$ cat config.mk
export PLATFORM = sky130hd
export DESIGN_NAME = axilite4_read_arbiter_flat
export DESIGN_NICKNAME = d
export VERILOG_FILES = /design/src/rtl/axilite4_read_arbiter_if.sv /design/src/rtl/axilite4_read_arbiter.sv /design/src/flat_wrapper.sv
export SDC_FILE = /design/constraint.sdc
export NUM_CORES = 1
export LEC_CHECK = 0
export BUFFER_PORTS_ARGS = -buffer_cell sky130_fd_sc_hd__buf_2
export CORE_AREA = 2 2 81 83
export DETAILED_ROUTE_END_ITERATION = 7
export DIE_AREA = 0 0 83 85
export PLACE_DENSITY = 0.94
export SLEW_MARGIN = 40
export SYNTH_ARGS = -nofsm -noshare
export SYNTH_HDL_FRONTEND = slang
export SYNTH_SLANG_ARGS = --single-unit
export TNS_END_PERCENT = 30
$ cat constraint.sdc
create_clock -name clk -period 3.7 [get_ports clk]
set_input_delay 0.37 -clock clk [delete_from_list [all_inputs] [get_ports clk]]
set_output_delay 0.37 -clock clk [all_outputs]
set_load 0.05 [all_outputs]
$ cat src/rtl/axilite4_read_arbiter_if.sv
// Read-channel bundle between N requesting masters, the arbiter and one shared slave.
// The arbiter takes the 'slave' modport (it serves the masters and drives the slave port);
// the surrounding environment (masters plus downstream slave) takes the 'master' modport.
interface axilite4_read_arbiter_if #(
    parameter int N_MASTER = 2,
    parameter int ADDR_W   = 32,
    parameter int DATA_W   = 32
);
    logic [N_MASTER*ADDR_W-1:0] m_readAddr_addr;
    logic [N_MASTER-1:0]        m_readAddr_valid;
    logic [N_MASTER-1:0]        m_readAddr_ready;
    logic [N_MASTER*DATA_W-1:0] m_readData_data;
    logic [N_MASTER-1:0]        m_readData_valid;
    logic [N_MASTER-1:0]        m_readData_ready;
    logic [ADDR_W-1:0]          s_readAddr_addr;
    logic                       s_readAddr_valid;
    logic                       s_readAddr_ready;
    logic [DATA_W-1:0]          s_readData_data;
    logic                       s_readData_valid;
    logic                       s_readData_ready;

    modport slave (
        input  m_readAddr_addr, m_readAddr_valid, m_readData_ready,
        input  s_readAddr_ready, s_readData_data, s_readData_valid,
        output m_readAddr_ready, m_readData_data, m_readData_valid,
        output s_readAddr_addr, s_readAddr_valid, s_readData_ready
    );

    modport master (
        output m_readAddr_addr, m_readAddr_valid, m_readData_ready,
        output s_readAddr_ready, s_readData_data, s_readData_valid,
        input  m_readAddr_ready, m_readData_data, m_readData_valid,
        input  s_readAddr_addr, s_readAddr_valid, s_readData_ready
    );
endinterface

$ cat src/rtl/axilite4_read_arbiter.sv
// Round-robin arbiter sharing one AXI-Lite read port among N_MASTER masters.
// One read outstanding at a time; write channels do not pass through here.
//
// state  | meaning
// IDLE   | no owner; arbitrate among valid masters, accept winner's address
// ADDR   | present captured address to slave until it accepts
// DATA   | route slave response to the owner until the owner accepts it
module axilite4_read_arbiter #(
    parameter int N_MASTER = 2,
    parameter int ADDR_W   = 32,
    parameter int DATA_W   = 32
) (
    input  logic                 clk,
    input  logic                 rst_n,
    axilite4_read_arbiter_if.slave bus,
    output logic [N_MASTER-1:0]  grant,
    output logic                 busy
);
    localparam int IDX_W = $clog2(N_MASTER);

    typedef enum logic [1:0] {S_IDLE, S_ADDR, S_DATA} state_t;

    state_t              r_state;
    state_t              w_state_nxt;
    logic [ADDR_W-1:0]   r_addr_q;
    logic [IDX_W-1:0]    r_gidx;
    logic [IDX_W-1:0]    r_last;

    logic                w_found;
    logic [IDX_W-1:0]    w_winner;
    logic [ADDR_W-1:0]   w_win_addr;
    logic [N_MASTER-1:0] w_gidx_oh;
    logic                w_r_hs;

    // Round-robin search starting one past the last served master, wrapping.
    always_comb begin
        logic [IDX_W-1:0] idx;
        w_found    = 1'b0;
        w_winner   = '0;
        w_win_addr = '0;
        idx        = '0;
        for (int k = 1; k <= N_MASTER; k++) begin
            idx = IDX_W'((int'(r_last) + k) % N_MASTER);
            if (!w_found && bus.m_readAddr_valid[idx]) begin
                w_found  = 1'b1;
                w_winner = idx;
            end
        end
        for (int i = 0; i < N_MASTER; i++) begin
            if (w_winner == IDX_W'(i)) begin
                w_win_addr = bus.m_readAddr_addr[ADDR_W*i +: ADDR_W];
            end
        end
    end

    // Current owner as one-hot, used for grant and response steering.
    always_comb begin
        w_gidx_oh         = '0;
        w_gidx_oh[r_gidx] = 1'b1;
    end

    // State register.
    always_ff @(posedge clk or negedge rst_n) begin
        if (!rst_n) begin
            r_state <= S_IDLE;
        end else begin
            r_state <= w_state_nxt;
        end
    end

    // Next-state and handshake outputs; every output is quiet outside its own state.
    always_comb begin
        w_state_nxt          = r_state;
        w_r_hs               = 1'b0;
        bus.m_readAddr_ready = '0;
        bus.m_readData_valid = '0;
        bus.s_readAddr_valid = 1'b0;
        bus.s_readAddr_addr  = '0;
        bus.s_readData_ready = 1'b0;
        grant                = '0;
        busy                 = 1'b0;
        case (r_state)
            S_IDLE: begin
                if (w_found) begin
                    bus.m_readAddr_ready[w_winner] = 1'b1;
                    w_state_nxt = S_ADDR;
                end
            end
            S_ADDR: begin
                bus.s_readAddr_valid = 1'b1;
                bus.s_readAddr_addr  = r_addr_q;
                grant                = w_gidx_oh;
                busy                 = 1'b1;
                if (bus.s_readAddr_ready) begin
                    w_state_nxt = S_DATA;
                end
            end
            S_DATA: begin
                bus.m_readData_valid = bus.s_readData_valid ? w_gidx_oh : '0;
                bus.s_readData_ready = bus.m_readData_ready[r_gidx];
                grant                = w_gidx_oh;
                busy                 = 1'b1;
                w_r_hs = bus.s_readData_valid && bus.m_readData_ready[r_gidx];
                if (w_r_hs) begin
                    w_state_nxt = S_IDLE;
                end
            end
            default: w_state_nxt = S_IDLE;
        endcase
    end

    // Read data is broadcast; only the owner's valid qualifies it.
    assign bus.m_readData_data = {N_MASTER{bus.s_readData_data}};

    // Capture winner and address on acceptance; advance the rotation on response completion.
    always_ff @(posedge clk or negedge rst_n) begin
        if (!rst_n) begin
            r_addr_q <= '0;
            r_gidx   <= '0;
            r_last   <= IDX_W'(N_MASTER - 1);
        end else begin
            if (r_state == S_IDLE && w_found) begin
                r_addr_q <= w_win_addr;
                r_gidx   <= w_winner;
            end
            if (w_r_hs) begin
                r_last <= r_gidx;
            end
        end
    end
endmodule

$ cat src/flat_wrapper.sv
// flat-port wrapper written by rule: the top's interface ports become plain ports
module axilite4_read_arbiter_flat 
#(
    parameter int N_MASTER = 2,
    parameter int ADDR_W   = 32,
    parameter int DATA_W   = 32
)
  (clk, rst_n, grant, busy, bus_m_readAddr_addr, bus_m_readAddr_valid, bus_m_readData_ready, bus_s_readAddr_ready, bus_s_readData_data, bus_s_readData_valid, bus_m_readAddr_ready, bus_m_readData_data, bus_m_readData_valid, bus_s_readAddr_addr, bus_s_readAddr_valid, bus_s_readData_ready);
  axilite4_read_arbiter_if #(.N_MASTER(N_MASTER), .ADDR_W(ADDR_W), .DATA_W(DATA_W)) bus_i ();
  input  logic clk;
  input  logic rst_n;
  output logic [N_MASTER-1:0] grant;
  output logic busy;
  input wire logic [$bits(bus_i.m_readAddr_addr)-1:0] bus_m_readAddr_addr;
  input wire logic [$bits(bus_i.m_readAddr_valid)-1:0] bus_m_readAddr_valid;
  input wire logic [$bits(bus_i.m_readData_ready)-1:0] bus_m_readData_ready;
  input wire logic [$bits(bus_i.s_readAddr_ready)-1:0] bus_s_readAddr_ready;
  input wire logic [$bits(bus_i.s_readData_data)-1:0] bus_s_readData_data;
  input wire logic [$bits(bus_i.s_readData_valid)-1:0] bus_s_readData_valid;
  output wire logic [$bits(bus_i.m_readAddr_ready)-1:0] bus_m_readAddr_ready;
  output wire logic [$bits(bus_i.m_readData_data)-1:0] bus_m_readData_data;
  output wire logic [$bits(bus_i.m_readData_valid)-1:0] bus_m_readData_valid;
  output wire logic [$bits(bus_i.s_readAddr_addr)-1:0] bus_s_readAddr_addr;
  output wire logic [$bits(bus_i.s_readAddr_valid)-1:0] bus_s_readAddr_valid;
  output wire logic [$bits(bus_i.s_readData_ready)-1:0] bus_s_readData_ready;
  assign bus_i.m_readAddr_addr = bus_m_readAddr_addr;
  assign bus_i.m_readAddr_valid = bus_m_readAddr_valid;
  assign bus_i.m_readData_ready = bus_m_readData_ready;
  assign bus_i.s_readAddr_ready = bus_s_readAddr_ready;
  assign bus_i.s_readData_data = bus_s_readData_data;
  assign bus_i.s_readData_valid = bus_s_readData_valid;
  assign bus_m_readAddr_ready = bus_i.m_readAddr_ready;
  assign bus_m_readData_data = bus_i.m_readData_data;
  assign bus_m_readData_valid = bus_i.m_readData_valid;
  assign bus_s_readAddr_addr = bus_i.s_readAddr_addr;
  assign bus_s_readAddr_valid = bus_i.s_readAddr_valid;
  assign bus_s_readData_ready = bus_i.s_readData_ready;
  axilite4_read_arbiter #(.N_MASTER(N_MASTER), .ADDR_W(ADDR_W), .DATA_W(DATA_W)) u_core (.clk(clk), .rst_n(rst_n), .bus(bus_i), .grant(grant), .busy(busy));
endmodule
==> impl_metrics.env <==
export IMPL_overflow=0
export IMPL_design_area_mm2=0.00265
export IMPL_antenna_found_initial=0
export IMPL_crit_path_end_kind="output pin"
export IMPL_setup_tns_ps=0
export IMPL_synth_nets=349
export IMPL_ios=209
export IMPL_fmax_ghz=0.415
export IMPL_synthArstFlopShare=1.00
export IMPL_die_width_um=83
export IMPL_drive_gt1_frac=0.462
export IMPL_pwr_share_comb=0.614
export IMPL_ir_worst_vdd_uv=374
export IMPL_place_area_mm2=0.00255
export IMPL_power_density_mw_per_mm2=947
export IMPL_ys_warn_count=0
export IMPL_worstPathArrival_ps=2040
export IMPL_ant_nets=0
export IMPL_crit_path_start="u_core.r_state[1]"
export IMPL_r2r_cells=6
export IMPL_coreArea_mm2=0.00620
export IMPL_clkSlewWorstSetupHoldPaths_ps=80
export IMPL_worst_ep_required_time_ps=3330
export IMPL_worst_pin_slew_ps=732
export IMPL_cpMaxStageDelayCell="a21oi_4"
export IMPL_power_internal_w=0.00124
export IMPL_io_buffer_count=112
export IMPL_grt_usage=0.165
export IMPL_synth_edff_count=0
export IMPL_synth_cells=242
export IMPL_rsz0062_at_grt="false"
export IMPL_rrSetupSlack_ps=1730
export IMPL_postCtsSetupBuffers=0
export IMPL_wl_um=5920
export IMPL_fin_crit_sh=0.651
export IMPL_yosysUniqueCellTypes=27
export IMPL_hold_viol_final=0
export IMPL_postCtsHoldBufs=0
export IMPL_ys_ff_latch=36
export IMPL_rr_endpoint="u_core.r_addr_q[19]"
export IMPL_critPathLaunchType="register"
export IMPL_grt_max_degree=37
export IMPL_seq_area_um2=902
export IMPL_vias=1887
export IMPL_grt_pass1_wl_um=9330
export IMPL_drt_iter0_drc=43
export IMPL_slowest_delay_ps=460
export IMPL_leakage_nw=1.38
export IMPL_seqPwrFrac=0.271
export IMPL_row_count=29
export IMPL_routabilityCongestion=0.800
export IMPL_maxSlewViolCount=0
export IMPL_antenna_cells=0
export IMPL_netlist_area_mm2=0.00239
export IMPL_synth_ff_type="dfrtp_1"
export IMPL_dieArea_mm2=0.00706
export IMPL_switching_share=0.505
export IMPL_critical_path_class="register to output pin"
export IMPL_critPathMaxFanout=17
export IMPL_fillers=610
export IMPL_cts_resized=0
export IMPL_timing_final_crit_period_ps=2410
export IMPL_grt_pass1_vias=1939
export IMPL_min_path_type="input pin to asynchronous set/reset pin"
export IMPL_via_per_inst=5.17
export IMPL_clockRootBuffer="clkbuf_8"
export IMPL_dpl_hpwl_um=4330
export IMPL_p_switching_w=0.00127
export IMPL_clk_latency_ps=280
export IMPL_wl_per_cell_um=16.2
export IMPL_multi_input_area_um2=961
export IMPL_syn_area_per_cell_um2=9.86
export IMPL_die_h_um=85
export IMPL_finalSetupViolations=0
export IMPL_timing_rr_start="u_core.r_state[1]"
export IMPL_power_frac_clock=0.116
export IMPL_relSlewSlack=0.510
export IMPL_outcome="finished clean"
export IMPL_fin_util=0.427
export IMPL_clk_path_buf_depth=2
export IMPL_drt_pass1_iterations=4
export IMPL_drc_errors=0
export IMPL_cts_sinks=36
export IMPL_finalNetCount=394
export IMPL_start_util=0.385
export IMPL_skew_ps=6.09
export IMPL_crit_chain="inv_1 -> ha_1 -> nand2_1 -> a21oi_4 -> buf_2"
export IMPL_cts_made_buffers=5
export IMPL_areaGrowthSynthToFinish_pct=11.0
export IMPL_ys_seq_area_frac=0.378
export IMPL_cts_tree="built"
export IMPL_maxCapViolations=0
export IMPL_htreeDepth=2
-- layout make-up --
class                           count  share of cell area
Inverter                            5             0.00709
Sequential cell                    36               0.341
Multi-Input combinational cell    125               0.363
Clock buffer                        6              0.0312
Clock inverter                      2             0.00378
Tap cell                           77              0.0364
Timing Repair Buffer              114               0.218
-- cell usage after synthesis (all sizes together), types with 2 or more instances --
library cell | number | area, µm²
nor2b | 2 | 12.5
buf | 70 | 510
clkbuf | 6 | 22.5
dfrtp | 35 | 876
and2b | 2 | 17.5
o21ai | 2 | 10.0
a2111oi | 2 | 23.8
nand3 | 2 | 10.0
and2 | 65 | 408
inv | 5 | 18.8
a221o | 32 | 320
a21oi | 4 | 20.0
nand2 | 3 | 11.3
ha | 3 | 37.5
nor2 | 2 | 7.51
-- sequential cells by signal (all words and copies together) (netlist names) --
signal and count:
u_core.r_addr_q 32, u_core.r_gidx 1, u_core.r_last 1, u_core.r_state 2
-- worst max-delay path, delay by kind of cell (launching register included) --
kind,cells,cell delay [ps]
AND/OR/NAND/NOR,1,140
adder cells (fa/ha/maj),1,290
buffers and inverters,2,460
flip-flops,1,400
AO/OA/AOI/OAI,1,460
-- kinds of logic after synthesis --
kind of cell,after synthesis,share of synthesized area
flip-flops,36,0.378
AO/OA/AOI/OAI,42,0.164
adder cells (fa/ha/maj),3,0.0157
multiplexers,2,0.00891
AND/OR/NAND/NOR,78,0.202
buffers and inverters,81,0.231
-- power by group through the flow --
stage	sequential [W]	clock, W	combinational [W]
2_1_floorplan	0.000643	0	0.00140
3_3_place_gp	0.000672	0	0.00150
3_5_place_dp	0.000678	0	0.00155
4_1_cts	0.000676	0.000303	0.00155
5_1_grt	0.000695	0.000324	0.00165
6_report	0.000679	0.000290	0.00154
-- routing by layer --
metal  share of wire  vias to the layer above  GRT usage
li1                -                      861          -
met1            0.37                      901      0.170
met2            0.53                       99      0.316
met3           0.075                       26     0.0418
met4           0.026                        0     0.0730
met5               0                        -          0
-- placed cells by master (no fill, tap or decap), types with 3 or more instances in the layout --
master / synthesis / final
a221o_1: 32 / 32
inv_1: 5 / 5
clkbuf_8: 0 / 6
and2_1: 47 / 47
dfrtp_1: 35 / 35
buf_2: 6 / 111
buf_4: 64 / 3
nand2_1: 3 / 3
and2_0: 17 / 17
-- per-stage QoR --
step                      hold WS [ps]  setup WS [ps]  std cells  total power, W
after global placement             499           1580        357         0.00217
after detailed placement           513           1600        357         0.00223
after CTS                          195           1280        365         0.00253
after floorplan                   74.4           1640        242         0.00204
final                             36.1           1290        365         0.00251
after global routing              57.1           1180        365         0.00267
-- worst max path at each step --
| stage | slack [ps] | end |
|---|---|---|
| after floorplan | 1640 | bus_s_readAddr_addr[10] |
| after global placement | 1580 | bus_s_readAddr_addr[22] |
| after detailed placement | 1600 | bus_m_readAddr_ready[1] |
| after CTS | 1280 | bus_m_readAddr_ready[1] |
| after global routing | 1180 | bus_m_readAddr_ready[1] |
| final | 1290 | bus_m_readAddr_ready[1] |
(Power assumes the default switching activity.)
